### src/rtl/load_store_unit_if.sv
// Request/response handshake and data_memory port of the load/store unit.
// master: the requester plus the memory; slave: the load_store_unit.
interface load_store_unit_if;
  logic        req_valid;
  logic        req_ready;
  logic [2:0]  req_op;
  logic [31:0] req_addr;
  logic [31:0] req_wdata;
  logic        resp_valid;
  logic [31:0] resp_rdata;
  logic        resp_err;
  logic [31:0] mem_address;
  logic [31:0] mem_write_data;
  logic        mem_write;
  logic        mem_read;
  logic [31:0] mem_read_data;

  modport master (
    output req_valid, req_op, req_addr, req_wdata, mem_read_data,
    input  req_ready, resp_valid, resp_rdata, resp_err,
    input  mem_address, mem_write_data, mem_write, mem_read
  );

  modport slave (
    input  req_valid, req_op, req_addr, req_wdata, mem_read_data,
    output req_ready, resp_valid, resp_rdata, resp_err,
    output mem_address, mem_write_data, mem_write, mem_read
  );
endinterface

### src/rtl/load_store_unit.sv
// Memory-stage sequencer between the ALU and a word-wide data memory.
// Adds sub-word loads with extension and sub-word stores by read-modify-write.
// Misaligned requests complete with an error and never touch memory.

// One byte lane of the store merge: take the store byte where enabled,
// otherwise keep the byte read back from memory.
module lsu_byte_lane (
  input  logic       en,
  input  logic [7:0] st,
  input  logic [7:0] rd,
  output logic [7:0] mg
);
  assign mg = en ? st : rd;
endmodule

module load_store_unit #(
  parameter bit BIG_ENDIAN = 1'b1
) (
  input  logic             clk,
  input  logic             rst_n,
  load_store_unit_if.slave bus
);
  localparam int NUM_LANES = 4;

  localparam logic [2:0] OP_LW  = 3'd0;
  localparam logic [2:0] OP_LH  = 3'd1;
  localparam logic [2:0] OP_LHU = 3'd2;
  localparam logic [2:0] OP_LB  = 3'd3;
  localparam logic [2:0] OP_LBU = 3'd4;
  localparam logic [2:0] OP_SW  = 3'd5;
  localparam logic [2:0] OP_SH  = 3'd6;
  localparam logic [2:0] OP_SB  = 3'd7;

  typedef enum logic [2:0] {IDLE, LOAD, RMW_READ, WRITE, RESP} state_e;

  state_e state_q, state_d;

  // Request captured at acceptance; wdata_q later holds the merged RMW word.
  logic [2:0]  op_q;
  logic [31:0] addr_q;
  logic [31:0] wdata_q;
  logic [31:0] rdata_q;
  logic        err_q;

  logic        misaligned;
  logic [1:0]  byte_lane;
  logic [1:0]  half_lo;
  logic [1:0]  half_hi;
  logic [7:0]  byte_val;
  logic [15:0] half_val;
  logic [31:0] load_val;

  logic [NUM_LANES-1:0][7:0] rd_lanes;
  logic [NUM_LANES-1:0][7:0] st_lanes;
  logic [NUM_LANES-1:0][7:0] mg_lanes;
  logic [NUM_LANES-1:0]      lane_en;

  logic        req_ready;
  logic        resp_valid;
  logic [31:0] resp_rdata;
  logic        resp_err;
  logic [31:0] mem_address;
  logic [31:0] mem_write_data;
  logic        mem_write;
  logic        mem_read;

  // Alignment check on the incoming request; byte ops can never fault.
  always_comb begin
    misaligned = 1'b0;
    case (bus.req_op)
      OP_LW, OP_SW:         misaligned = |bus.req_addr[1:0];
      OP_LH, OP_LHU, OP_SH: misaligned = bus.req_addr[0];
      default:              misaligned = 1'b0;
    endcase
  end

  // Physical lane (bits [8j+7:8j]) holding the addressed byte/halfword.
  // Big-endian puts byte offset k in lane 3-k, which is simply ~k.
  assign byte_lane = BIG_ENDIAN ? ~addr_q[1:0] : addr_q[1:0];
  assign half_lo   = BIG_ENDIAN ? {~addr_q[1], 1'b0} : {addr_q[1], 1'b0};
  assign half_hi   = {half_lo[1], 1'b1};

  assign rd_lanes = bus.mem_read_data;
  assign byte_val = rd_lanes[byte_lane];
  assign half_val = {rd_lanes[half_hi], rd_lanes[half_lo]};

  // Extend the extracted lane according to the load flavour.
  always_comb begin
    load_val = bus.mem_read_data;
    case (op_q)
      OP_LH:   load_val = {{16{half_val[15]}}, half_val};
      OP_LHU:  load_val = {16'h0000, half_val};
      OP_LB:   load_val = {{24{byte_val[7]}}, byte_val};
      OP_LBU:  load_val = {24'h000000, byte_val};
      default: load_val = bus.mem_read_data;
    endcase
  end

  // Lanes overwritten by a sub-word store.
  always_comb begin
    lane_en = '0;
    case (op_q)
      OP_SB: lane_en[byte_lane] = 1'b1;
      OP_SH: begin
        lane_en[half_lo] = 1'b1;
        lane_en[half_hi] = 1'b1;
      end
      default: lane_en = '0;
    endcase
  end

  // Replicate the store data so every candidate lane sees the right byte;
  // the upper halfword byte is the lower address in big-endian order.
  assign st_lanes = (op_q == OP_SH) ? {2{wdata_q[15:0]}} : {4{wdata_q[7:0]}};

  for (genvar i = 0; i < NUM_LANES; i++) begin : g_lane
    lsu_byte_lane u_lane (
      .en (lane_en[i]),
      .st (st_lanes[i]),
      .rd (rd_lanes[i]),
      .mg (mg_lanes[i])
    );
  end

  // State register; reset aborts any operation in flight.
  always_ff @(posedge clk or negedge rst_n) begin
    if (!rst_n) state_q <= IDLE;
    else        state_q <= state_d;
  end

  // Next state and all outputs, decoded purely from the state so that
  // MEM_WRITE and friends fall with the asynchronous reset.
  always_comb begin
    state_d        = state_q;
    req_ready      = 1'b0;
    mem_read       = 1'b0;
    mem_write      = 1'b0;
    mem_address    = '0;
    mem_write_data = '0;
    resp_valid     = 1'b0;
    resp_rdata     = '0;
    resp_err       = 1'b0;
    case (state_q)
      IDLE: begin
        req_ready = 1'b1;
        if (bus.req_valid) begin
          if (misaligned)                                 state_d = RESP;
          else if (bus.req_op == OP_SW)                   state_d = WRITE;
          else if (bus.req_op == OP_SH || bus.req_op == OP_SB) state_d = RMW_READ;
          else                                            state_d = LOAD;
        end
      end
      LOAD: begin
        mem_read    = 1'b1;
        mem_address = {2'b00, addr_q[31:2]};
        state_d     = RESP;
      end
      RMW_READ: begin
        mem_read    = 1'b1;
        mem_address = {2'b00, addr_q[31:2]};
        state_d     = WRITE;
      end
      WRITE: begin
        mem_write      = 1'b1;
        mem_address    = {2'b00, addr_q[31:2]};
        mem_write_data = wdata_q;
        state_d        = RESP;
      end
      RESP: begin
        resp_valid = 1'b1;
        resp_rdata = rdata_q;
        resp_err   = err_q;
        state_d    = IDLE;
      end
      default: state_d = IDLE;
    endcase
  end

  // Capture the request, then the load result or the merged store word.
  always_ff @(posedge clk or negedge rst_n) begin
    if (!rst_n) begin
      op_q    <= '0;
      addr_q  <= '0;
      wdata_q <= '0;
      rdata_q <= '0;
      err_q   <= 1'b0;
    end else begin
      case (state_q)
        IDLE: if (bus.req_valid) begin
          op_q    <= bus.req_op;
          addr_q  <= bus.req_addr;
          wdata_q <= bus.req_wdata;
          err_q   <= misaligned;
          rdata_q <= '0;
        end
        LOAD:     rdata_q <= load_val;
        RMW_READ: wdata_q <= mg_lanes;
        default: ;
      endcase
    end
  end

  assign bus.req_ready      = req_ready;
  assign bus.resp_valid     = resp_valid;
  assign bus.resp_rdata     = resp_rdata;
  assign bus.resp_err       = resp_err;
  assign bus.mem_address    = mem_address;
  assign bus.mem_write_data = mem_write_data;
  assign bus.mem_write      = mem_write;
  assign bus.mem_read       = mem_read;
endmodule

### src/flat_wrapper.sv
// flat-port wrapper written by rule: the top's interface ports become plain ports
module load_store_unit_flat 
#(
  parameter bit BIG_ENDIAN = 1'b1
)
  (clk, rst_n, bus_req_valid, bus_req_op, bus_req_addr, bus_req_wdata, bus_mem_read_data, bus_req_ready, bus_resp_valid, bus_resp_rdata, bus_resp_err, bus_mem_address, bus_mem_write_data, bus_mem_write, bus_mem_read);
  load_store_unit_if bus_i ();
  input  logic clk;
  input  logic rst_n;
  input wire logic [$bits(bus_i.req_valid)-1:0] bus_req_valid;
  input wire logic [$bits(bus_i.req_op)-1:0] bus_req_op;
  input wire logic [$bits(bus_i.req_addr)-1:0] bus_req_addr;
  input wire logic [$bits(bus_i.req_wdata)-1:0] bus_req_wdata;
  input wire logic [$bits(bus_i.mem_read_data)-1:0] bus_mem_read_data;
  output wire logic [$bits(bus_i.req_ready)-1:0] bus_req_ready;
  output wire logic [$bits(bus_i.resp_valid)-1:0] bus_resp_valid;
  output wire logic [$bits(bus_i.resp_rdata)-1:0] bus_resp_rdata;
  output wire logic [$bits(bus_i.resp_err)-1:0] bus_resp_err;
  output wire logic [$bits(bus_i.mem_address)-1:0] bus_mem_address;
  output wire logic [$bits(bus_i.mem_write_data)-1:0] bus_mem_write_data;
  output wire logic [$bits(bus_i.mem_write)-1:0] bus_mem_write;
  output wire logic [$bits(bus_i.mem_read)-1:0] bus_mem_read;
  assign bus_i.req_valid = bus_req_valid;
  assign bus_i.req_op = bus_req_op;
  assign bus_i.req_addr = bus_req_addr;
  assign bus_i.req_wdata = bus_req_wdata;
  assign bus_i.mem_read_data = bus_mem_read_data;
  assign bus_req_ready = bus_i.req_ready;
  assign bus_resp_valid = bus_i.resp_valid;
  assign bus_resp_rdata = bus_i.resp_rdata;
  assign bus_resp_err = bus_i.resp_err;
  assign bus_mem_address = bus_i.mem_address;
  assign bus_mem_write_data = bus_i.mem_write_data;
  assign bus_mem_write = bus_i.mem_write;
  assign bus_mem_read = bus_i.mem_read;
  load_store_unit #(.BIG_ENDIAN(BIG_ENDIAN)) u_core (.clk(clk), .rst_n(rst_n), .bus(bus_i));
endmodule
### config.mk
export PLATFORM = sky130hd
export DESIGN_NAME = load_store_unit_flat
export DESIGN_NICKNAME = d
export VERILOG_FILES = /design/src/rtl/load_store_unit_if.sv /design/src/rtl/load_store_unit.sv /design/src/flat_wrapper.sv
export SDC_FILE = /design/constraint.sdc
export NUM_CORES = 1
export LEC_CHECK = 0
export BUFFER_PORTS_ARGS = -buffer_cell sky130_fd_sc_hd__buf_4
export CAP_MARGIN = 20
export CORE_MARGIN = 2
export CORE_UTILIZATION = 45
export CTS_BUF_LIST = sky130_fd_sc_hd__clkbuf_16
export DETAILED_ROUTE_END_ITERATION = 10
export PLACE_DENSITY = 0.78
export SLEW_MARGIN = 20
export SYNTH_ARGS = -nofsm -noshare
export SYNTH_HDL_FRONTEND = slang
export SYNTH_SLANG_ARGS = --single-unit
### constraint.sdc
create_clock -name clk -period 4.7 [get_ports clk]
set_clock_uncertainty 0.15 [all_clocks]
set_input_delay 0.705 -clock clk [delete_from_list [all_inputs] [get_ports clk]]
set_output_delay 0.705 -clock clk [all_outputs]
set_load 0.005 [all_outputs]
Word-level counts from Yosys, hierarchy flattened
Index checks and enable logic that the tools add are counted.
{"block": "classes", "magnitude_cmp": 6, "n_eq_ne": 18, "n_mux": 37, "bitwise_logic": 3, "reduce_logical": 19}
{"cell": "two-way mux 32 bit", "count": 5}
{"cell": "case mux 32 bit (2 select lines)", "count": 2}
{"cell": "case mux 32 bit (4 select lines)", "count": 1}
{"cell": "two-way mux 8 bit", "count": 9}
{"cell": "two-way mux 30 bit", "count": 1}
{"cell": "== test 3 bit, second input constant", "count": 7}
{"cell": "binary-select mux 8 bit (select 2 bit)", "count": 1}
{"cell": "== test 3 x 2 -> 1 bit, second input constant", "count": 5}
{"cell": "== test 3 x 1 -> 1 bit, second input constant", "count": 3}
{"cell": "< comparator 2 x 3 -> 1 bit, second input constant", "count": 3}
{"cell": "two-way mux 3 bit", "count": 3}
{"cell": "case mux 3 bit (3 select lines)", "count": 1}
{"cell": "two-way mux 1 bit", "count": 8}
{"cell": "case mux 4 bit (2 select lines)", "count": 1}
{"cell": "OR reduction 2 bit", "count": 4}
{"cell": "greater-or-equal comparator 2 x 1 -> 1 bit, second input constant", "count": 3}
{"cell": "zero test 3 bit", "count": 2}
{"cell": "AND reduction 2 bit", "count": 3}
{"cell": "AND reduction 3 bit", "count": 2}
{"cell": "OR reduction 3 bit", "count": 2}
{"cell": "inequality test 2 bit, second input constant", "count": 2}
{"cell": "bitwise OR 3 x 4 -> 4 bit", "count": 1}
{"cell": "nonzero test 2 bit", "count": 2}
{"cell": "logical AND 1 bit", "count": 3}
{"cell": "other kinds (8)", "count": 9}
{"block": "word_totals", "reg_bits": 103, "output_inout_bits": 101, "word_cells": 91}

Longest topological paths before layout
Gate-level depths: netlist of the first run.
{"block": "depth", "word_depth": 9, "mapped_depth": 7}

By module
From an unflattened synthesis of the first run, not the netlist that was laid out.
{"block": "hier_totals", "hier_cells": 688, "area_unflattened_um2": 6057.1}
{"mod": "load_store_unit", "n_inst": 1, "cells_per_inst": 652, "area_each_um2": 5531.6, "seq_area_each_um2": 2577.5}
{"mod": "lsu_byte_lane", "n_inst": 4, "cells_per_inst": 9, "area_each_um2": 131.4, "seq_area_each_um2": 0.0}

Worst setup path after synthesis of the first run
OpenSTA, ideal clock, no wires.
{"block": "synth_path", "path_type": "register to output", "from": "register u_core.state_q[0]", "to": "output bus_mem_read", "t_arrival_ns": 1.347, "slack_ns": 2.498, "path_stages_with_launch": 6, "n_path_buf": 2, "cell_sequence": "dfrtp_1 -> buf_2 -> inv_1 -> nor3_1 -> clkbuf_1 -> or2_2"}
{"block": "synth_between", "elab_chain_len": 3}
{"element": "from (decl)", "line_no": "load_store_unit.sv:36", "text": "state_e state_q, state_d;"}
{"element": "from (signal assigned)", "line_no": "load_store_unit.sv:128", "text": "else state_q <= state_d;"}
{"element": "== test 3 x 1 -> 1 bit or == test 3 x 2 -> 1 bit (tied branches)", "line_no": "load_store_unit.sv:143", "text": "case (state_q)"}
{"element": "OR reduction 2 bit (no source line) (*)"}
{"element": "two-way mux 1 bit (*)", "line_no": "load_store_unit.sv:143"}
{"element": "to (decl)", "line_no": "flat_wrapper.sv:22", "text": "output wire logic [$bits(bus_i.mem_read)-1:0] bus_mem_read;"}
Mark *: on every way between the ends. The rest lies on a longest branch, timed or not.

Final worst setup path of the first run
{"block": "layout_path", "from": "register u_core.state_q[1]", "to": "output bus_mem_read"}
The elaborated chain is that of the path after synthesis.

==> results of run 1 <==
## critical path, delay by kind of cell (launching register included)
kind | cells | cell delay [ns]
buf+inv | 1 | 0.10
simple gates | 3 | 1.31
flops | 1 | 0.45
## logic make-up after synthesis
family          Yosys count  synth area share (%)
simple gates            256                  20.8
compound gates          197                  20.4
flops                   103                  40.6
mux                      69                  13.2
buf+inv                  67                  4.81
xor+xnor                  1                 0.138
other cells               1                0.0590
## path summary, 6_finish.rpt
kind                                            to  slack [ns]                from
worst min register to register  u_core.rdata_q[23]        0.32  u_core.rdata_q[23]
worst max-delay path                  bus_mem_read        1.62   u_core.state_q[1]
worst max register to register   u_core.wdata_q[4]        2.01      u_core.op_q[1]
min in group clk                u_core.rdata_q[23]        0.32  u_core.rdata_q[23]
worst min-delay path             u_core.addr_q[14]        0.30               rst_n
max in group asynchronous       u_core.wdata_q[12]        3.10               rst_n
## flip-flops by register name, indices dropped and copies added, names as in the netlist
signal	count
u_core.err_q	1
u_core.wdata_q	32
u_core.op_q	3
u_core.addr_q	32
u_core.rdata_q	32
u_core.state_q	3
## layout make-up
cell class | instances | share of cell area [%]
Sequential cell | 103 | 31.4
Clock inverter | 7 | 1.08
Multi-Input combinational cell | 525 | 42.4
Tap cell | 180 | 2.74
Inverter | 4 | 0.183
Clock buffer | 9 | 2.74
Timing Repair Buffer | 213 | 19.5
## synthesized netlist by cell type (all sizes together) (2+ instances only)
library cell,count
mux2,36
mux2i,25
nor4,2
a22oi,14
buf,34
nor2b,2
o311ai,8
dfrtp,103
a22o,9
a211oi,8
or2,3
a2bb2oi,8
mux4,8
and3b,2
nand3b,2
o31ai,9
a21oi,56
a21o,8
nand2b,5
or3b,2
nand3,9
clkbuf,29
a221oi,8
o21ai,51
nand4,2
and3,35
inv,4
and2,64
nor2,65
a211o,9
nand2,50
nor3,12
## power groups by stage
stage                     registers, W  clock network, W  logic (W)
final                          0.00167          0.000797    0.00265
after global routing           0.00173          0.000841    0.00294
after CTS                      0.00166          0.000813    0.00264
after detailed placement       0.00167                 0    0.00263
after global placement         0.00166                 0    0.00258
after floorplan                0.00151                 0    0.00195
## routing by layer
layer  vias up  routed length, um  track usage (%)
met4         0                349             7.61
li1       2813                  -                -
met2       295               9140             40.3
met1      2862               8210             36.6
met3        28               1790             7.62
met5         -                  0                0
## through the flow
| stage | instance area (um2) | std cells | hold WS (ns) |
|---|---|---|---|
| final | 8210 | 1041 | 0.298 |
| after global routing | 8210 | 1041 | 0.360 |
| after CTS | 8210 | 1041 | 0.330 |
| after detailed placement | 7890 | 1025 | 0.315 |
| after global placement | 7890 | 1025 | 0.305 |
| after floorplan | 6360 | 695 | 0.259 |
==> results.py, run 1 <==
metrics = {
    "outcome": {
        "status": "finished clean",
    },
    "pwr": {
        "powerDensity_nw_per_um2": 623,
        "combPwrFrac_pct": 51.8,
        "p_switching_w": 0.00214,
        "clockPowerShare_pct": 15.6,
        "p_seq_share_pct": 32.6,
        "internal_power_w": 0.00297,
        "ir_worst_vdd_mv": 0.354,
        "p_sw_share_pct": 41.9,
        "p_leak_nw": 3.88,
        "design_power_total_w": 0.00511,
    },
    "finish": {
        "final_layout_size_suffix_gt1_share_pct": 32.9,
        "finalCoreUtilization_pct": 59.4,
        "nFillCells": 1228,
        "area.sequential_um2": 2580,
        "multi_input_area_um2": 3480,
        "num_antenna_cells": 0,
        "layout_commonest_cell": "buf_4",
        "syn2layout_area_growth_pct": 29.2,
        "nNetsFinal": 958,
        "layout_common_cells": "buf_4, dfrtp_1, nor2_1, and2_1, a21oi_1",
    },
    "worst_setup_path": {
        "cp.required_ns": 3.85,
        "r2r_cells": 3,
        "cp_max_fo": 19,
        "cp-end-kind": "output port",
        "crit_path_cell_trace": "nand2b_1 > nor2_1 > or2_2 > buf_4",
        "crit_slowest_cell": "nor2_1",
        "arrival_ns": 2.23,
        "cp-start-kind": "register",
        "path_class": "reg2out",
        "slowest_delay_ns": 0.66,
    },
    "yosys": {
        "yosysSeqAreaShare_pct": 40.6,
        "synth_top_area_share_pct": 40.6,
        "synth_warnings": 0,
        "synth_area_per_cell_um2": 9.15,
        "ys_seq_elements": 103,
        "synth_cell_types": 52,
        "synth-async-reset-ratio_pct": 100,
        "netlist_area_um2": 6350,
        "synth_area_leader_cell": "dfrtp_1",
        "synthCells": 694,
        "synth_edf_count": 0,
        "synthFlopType": "dfrtp_1",
        "yosys-top-cells-area": "dfrtp_1, mux2_2, and2_1",
    },
    "route": {
        "ant_nets": 0,
        "firstDrtPassIters": 5,
        "vias_per_cell": 5.76,
        "drc": 0,
        "wl_per_cell_um": 18.7,
        "via_count": 5998,
        "wl_mm": 19.5,
        "drtIter0Drc": 563,
    },
    "place": {
        "finalWeightedCongestion": 0.938,
        "io_buffer_count": 200,
        "dp_slack_ns": 2.02,
        "dp_hpwl_mm": 14.1,
    },
    "die": {
        "die-area_um2": 15100,
        "initial_core_util_pct": 45.9,
        "num_rows": 43,
        "ios": 203,
        "die_h_um": 123,
        "coreArea_um2": 13800,
        "die_w_um": 123,
    },
    "clocking": {
        "cts_buffers": 9,
        "cts_sinks": 103,
        "postCtsHoldBufs": 0,
        "clk_root_buffer_cell": "clkbuf_16",
        "postCtsSetupBuffers": 0,
        "cts_buffer_depth": 2,
        "insertion_delay_ns": 0.36,
        "cts_tree": "yes",
        "cts_resized": 0,
        "clk_pin_slew_ns": 0.07,
        "htree_levels": 3,
    },
    "global_routing": {
        "grt_pass1_vias": 5635,
        "grt_pass1_wl_mm": 30.5,
        "antenna_found_initial": 0,
        "grt_max_degree": 69,
        "globalRouteOverflowTotal": 0,
        "grt_usage_pct": 26.4,
    },
    "timing": {
        "tightestPinTransition_ns": 0.869,
        "max_slew_margin_pct": 42.0,
        "fin_crit_ns": 3.08,
        "rsz0062_at_grt": "no",
        "drv_slew": 0,
        "post-route-period-util_pct": 65.6,
        "setup_tns_ns": 0,
        "fin_ws_ns": 1.62,
        "hold_violations": 0,
        "setup_viol": 0,
        "max_freq_ghz": 0.324,
    },
    "run": {
        "max_cap_violations": 0,
    },
    "min_path": {
        "hold_path_class": "in2async",
    },
}
Note: power is estimated with default switching activity, not from simulation.
==> inputs of run 2 (changes only) <==
Settings changed: ABC_AREA from default to 1, PLACE_DENSITY 0.78 to 0.8.
Clock period 4.7 ns to 2.49 ns, I/O delays scaled along.
==> results.py, run 2 <==
metrics = {
    "outcome": {
        "status": "finished clean",
    },
    "die": {
        "coreArea_um2": 15000,
        "num_rows": 45,
        "die-area_um2": 16200,
        "ios": 203,
        "initial_core_util_pct": 45.5,
        "die_h_um": 127,
        "die_w_um": 127,
    },
    "pwr": {
        "powerDensity_nw_per_um2": 1110,
        "p_leak_nw": 5.12,
        "ir_worst_vdd_mv": 0.589,
    },
    "yosys": {
        "synth-async-reset-ratio_pct": 100,
        "netlist_area_um2": 6840,
        "synthCells": 1086,
        "synth_cell_types": 33,
        "synthFlopType": "dfrtp_1",
        "ys_seq_elements": 103,
        "synth_top_cells_by_count": "nand2_1, inv_1, nor2_1, dfrtp_1, o21ai_0",
        "synth_most_common_cell": "nand2_1",
        "synth_edf_count": 0,
        "yosys-top-cells-area": "dfrtp_1, nand2_1, inv_1",
        "synth_top_area_share_pct": 37.7,
        "synth_area_per_cell_um2": 6.30,
        "yosysSeqAreaShare_pct": 37.7,
        "synth_area_leader_cell": "dfrtp_1",
        "synth_warnings": 0,
    },
    "finish": {
        "layout_commonest_cell": "nand2_1",
        "syn2layout_area_growth_pct": 27.8,
        "final_layout_size_suffix_gt1_share_pct": 21.6,
        "nFillCells": 1451,
        "num_antenna_cells": 0,
        "nNetsFinal": 1364,
        "final_area_um2": 8740,
        "reg_top3": "u_core.addr_q (32), u_core.rdata_q (32), u_core.wdata_q (32)",
        "layout_common_cells": "nand2_1, buf_4, inv_1, nor2_1, dfrtp_1",
    },
    "global_routing": {
        "grt_busiest_layer": "met2",
        "grt_max_degree": 71,
        "grt_util_met3_pct": 5.19,
        "antenna_found_initial": 0,
        "grt_usage_pct": 24.7,
        "grt_use_met2_pct": 41.2,
        "globalRouteOverflowTotal": 0,
        "met1_usage_pct": 32.4,
        "grt_pass1_vias": 6332,
        "grt_pass1_wl_mm": 31.8,
    },
    "place": {
        "dp_hpwl_mm": 15.7,
        "post_dp_cell_area_um2": 8440,
        "io_buffer_count": 200,
        "finalWeightedCongestion": 0.947,
    },
    "timing": {
        "setup_tns_ns": 0,
        "hold_violations": 0,
        "whs_ns": 0.0652,
        "max_freq_ghz": 0.436,
        "tightestPinTransition_ns": 0.501,
        "setup_viol": 0,
        "rsz0062_at_grt": "no",
        "fin_crit_ns": 2.29,
        "drv_slew": 0,
        "post-route-period-util_pct": 92.1,
        "max_slew_margin_pct": 66.6,
    },
    "clocking": {
        "htree_levels": 3,
        "cts_tree": "yes",
        "postCtsSetupBuffers": 0,
        "postCtsHoldBufs": 1,
        "cts_buffers": 9,
        "insertion_delay_ns": 0.35,
        "cts_buffer_depth": 2,
        "cts_resized": 0,
        "clk_root_buffer_cell": "clkbuf_16",
        "cts_sinks": 103,
        "clk_pin_slew_ns": 0.08,
    },
    "min_path": {
        "hold_path_class": "in2reg",
    },
    "worst_setup_path": {
        "cp_max_fo": 26,
        "path_class": "reg2out",
        "arrival_ns": 1.77,
        "cp.required_ns": 1.97,
        "cp-end-kind": "output port",
        "cp-start-kind": "register",
    },
    "route": {
        "drtIter0Drc": 656,
        "wl_per_cell_um": 13.9,
        "firstDrtPassIters": 6,
        "wl_mm": 20.3,
        "vias_per_cell": 4.91,
        "via_count": 7137,
        "ant_nets": 0,
        "drc": 0,
    },
    "run": {
        "max_cap_violations": 0,
    },
}
## run 2: cell types whose count changed in the layout (fill, tap and decap cells not counted), moves of 12 or more
cell,previous run,this run
nand2_1,50,380
inv_1,5,181
nor2_1,64,131
and2_1,64,0
nand3_1,9,58
mux2_2,36,0
and3_1,34,0
a21oi_1,56,27
mux2i_1,25,1
a22oi_1,14,0
o21ai_0,50,64
nor3_1,12,0
o21ai_1,0,12
## run 2: critical path: stages (launching register included)
cell and delay [ns]:
dfrtp_1 0.40, inv_2 0.09, nand2_1 0.10, nor2_1 0.17, inv_1 0.14, buf_4 0.24, nor2_1 0.14, buf_4 0.13
## run 2: final cells by class
class	count	area, um2	area share [%]
Clock buffer	9	225	2.58
Clock inverter	7	68.8	0.787
Inverter	189	709	8.11
Multi-Input combinational cell	740	3260	37.2
Sequential cell	103	2580	29.5
Tap cell	188	235	2.69
Timing Repair Buffer	219	1670	19.1
## run 2: kinds of logic after synthesis
logic type             after synthesis  share of synthesized area [%]
other                                1                         0.0548
AO/OA/AOI/OAI                      128                           10.3
multiplexers                         1                          0.146
buffers and inverters              244                           14.8
AND/OR/NAND/NOR                    609                           37.0
flip-flops                         103                           37.7
## run 2: worst paths after layout
path	from	to	slack, ns	cells past startpoint
min in group asynchronous	rst_n	u_core.rdata_q[14]	0.37	2
min	bus_req_addr[24]	u_core.addr_q[24]	0.07	3
min reg2reg	u_core.rdata_q[29]	u_core.rdata_q[29]	0.33	2
max reg2reg	u_core.addr_q[0]	u_core.wdata_q[2]	0.51	6
max	u_core.state_q[2]	bus_mem_write_data[3]	0.20	7
max in group asynchronous	rst_n	u_core.wdata_q[27]	1.10	3
## run 2: report_power, final
part | internal (W) | switching, W
registers | 0.00242 | 0.000476
clock network | 0.000699 | 0.000690
logic | 0.00195 | 0.00350
total | 0.00507 | 0.00466
## run 2: per-stage QoR
stage,utilization (%),cells,setup WS (ns),power (W)
floorplan,-,1087,0.812,0.00675
global placement,56.1,1438,0.554,0.00819
detailed placement,56.1,1438,0.571,0.00833
CTS,58.2,1455,0.193,0.00974
global route,58.2,1455,0.0442,0.0106
finish,58.2,1455,0.196,0.00973
## run 2: metal layers
metal	up-vias	wire length [um]
li1	3602	-
met1	3200	8780
met2	305	9570
met3	30	1540
met4	0	406
met5	-	0
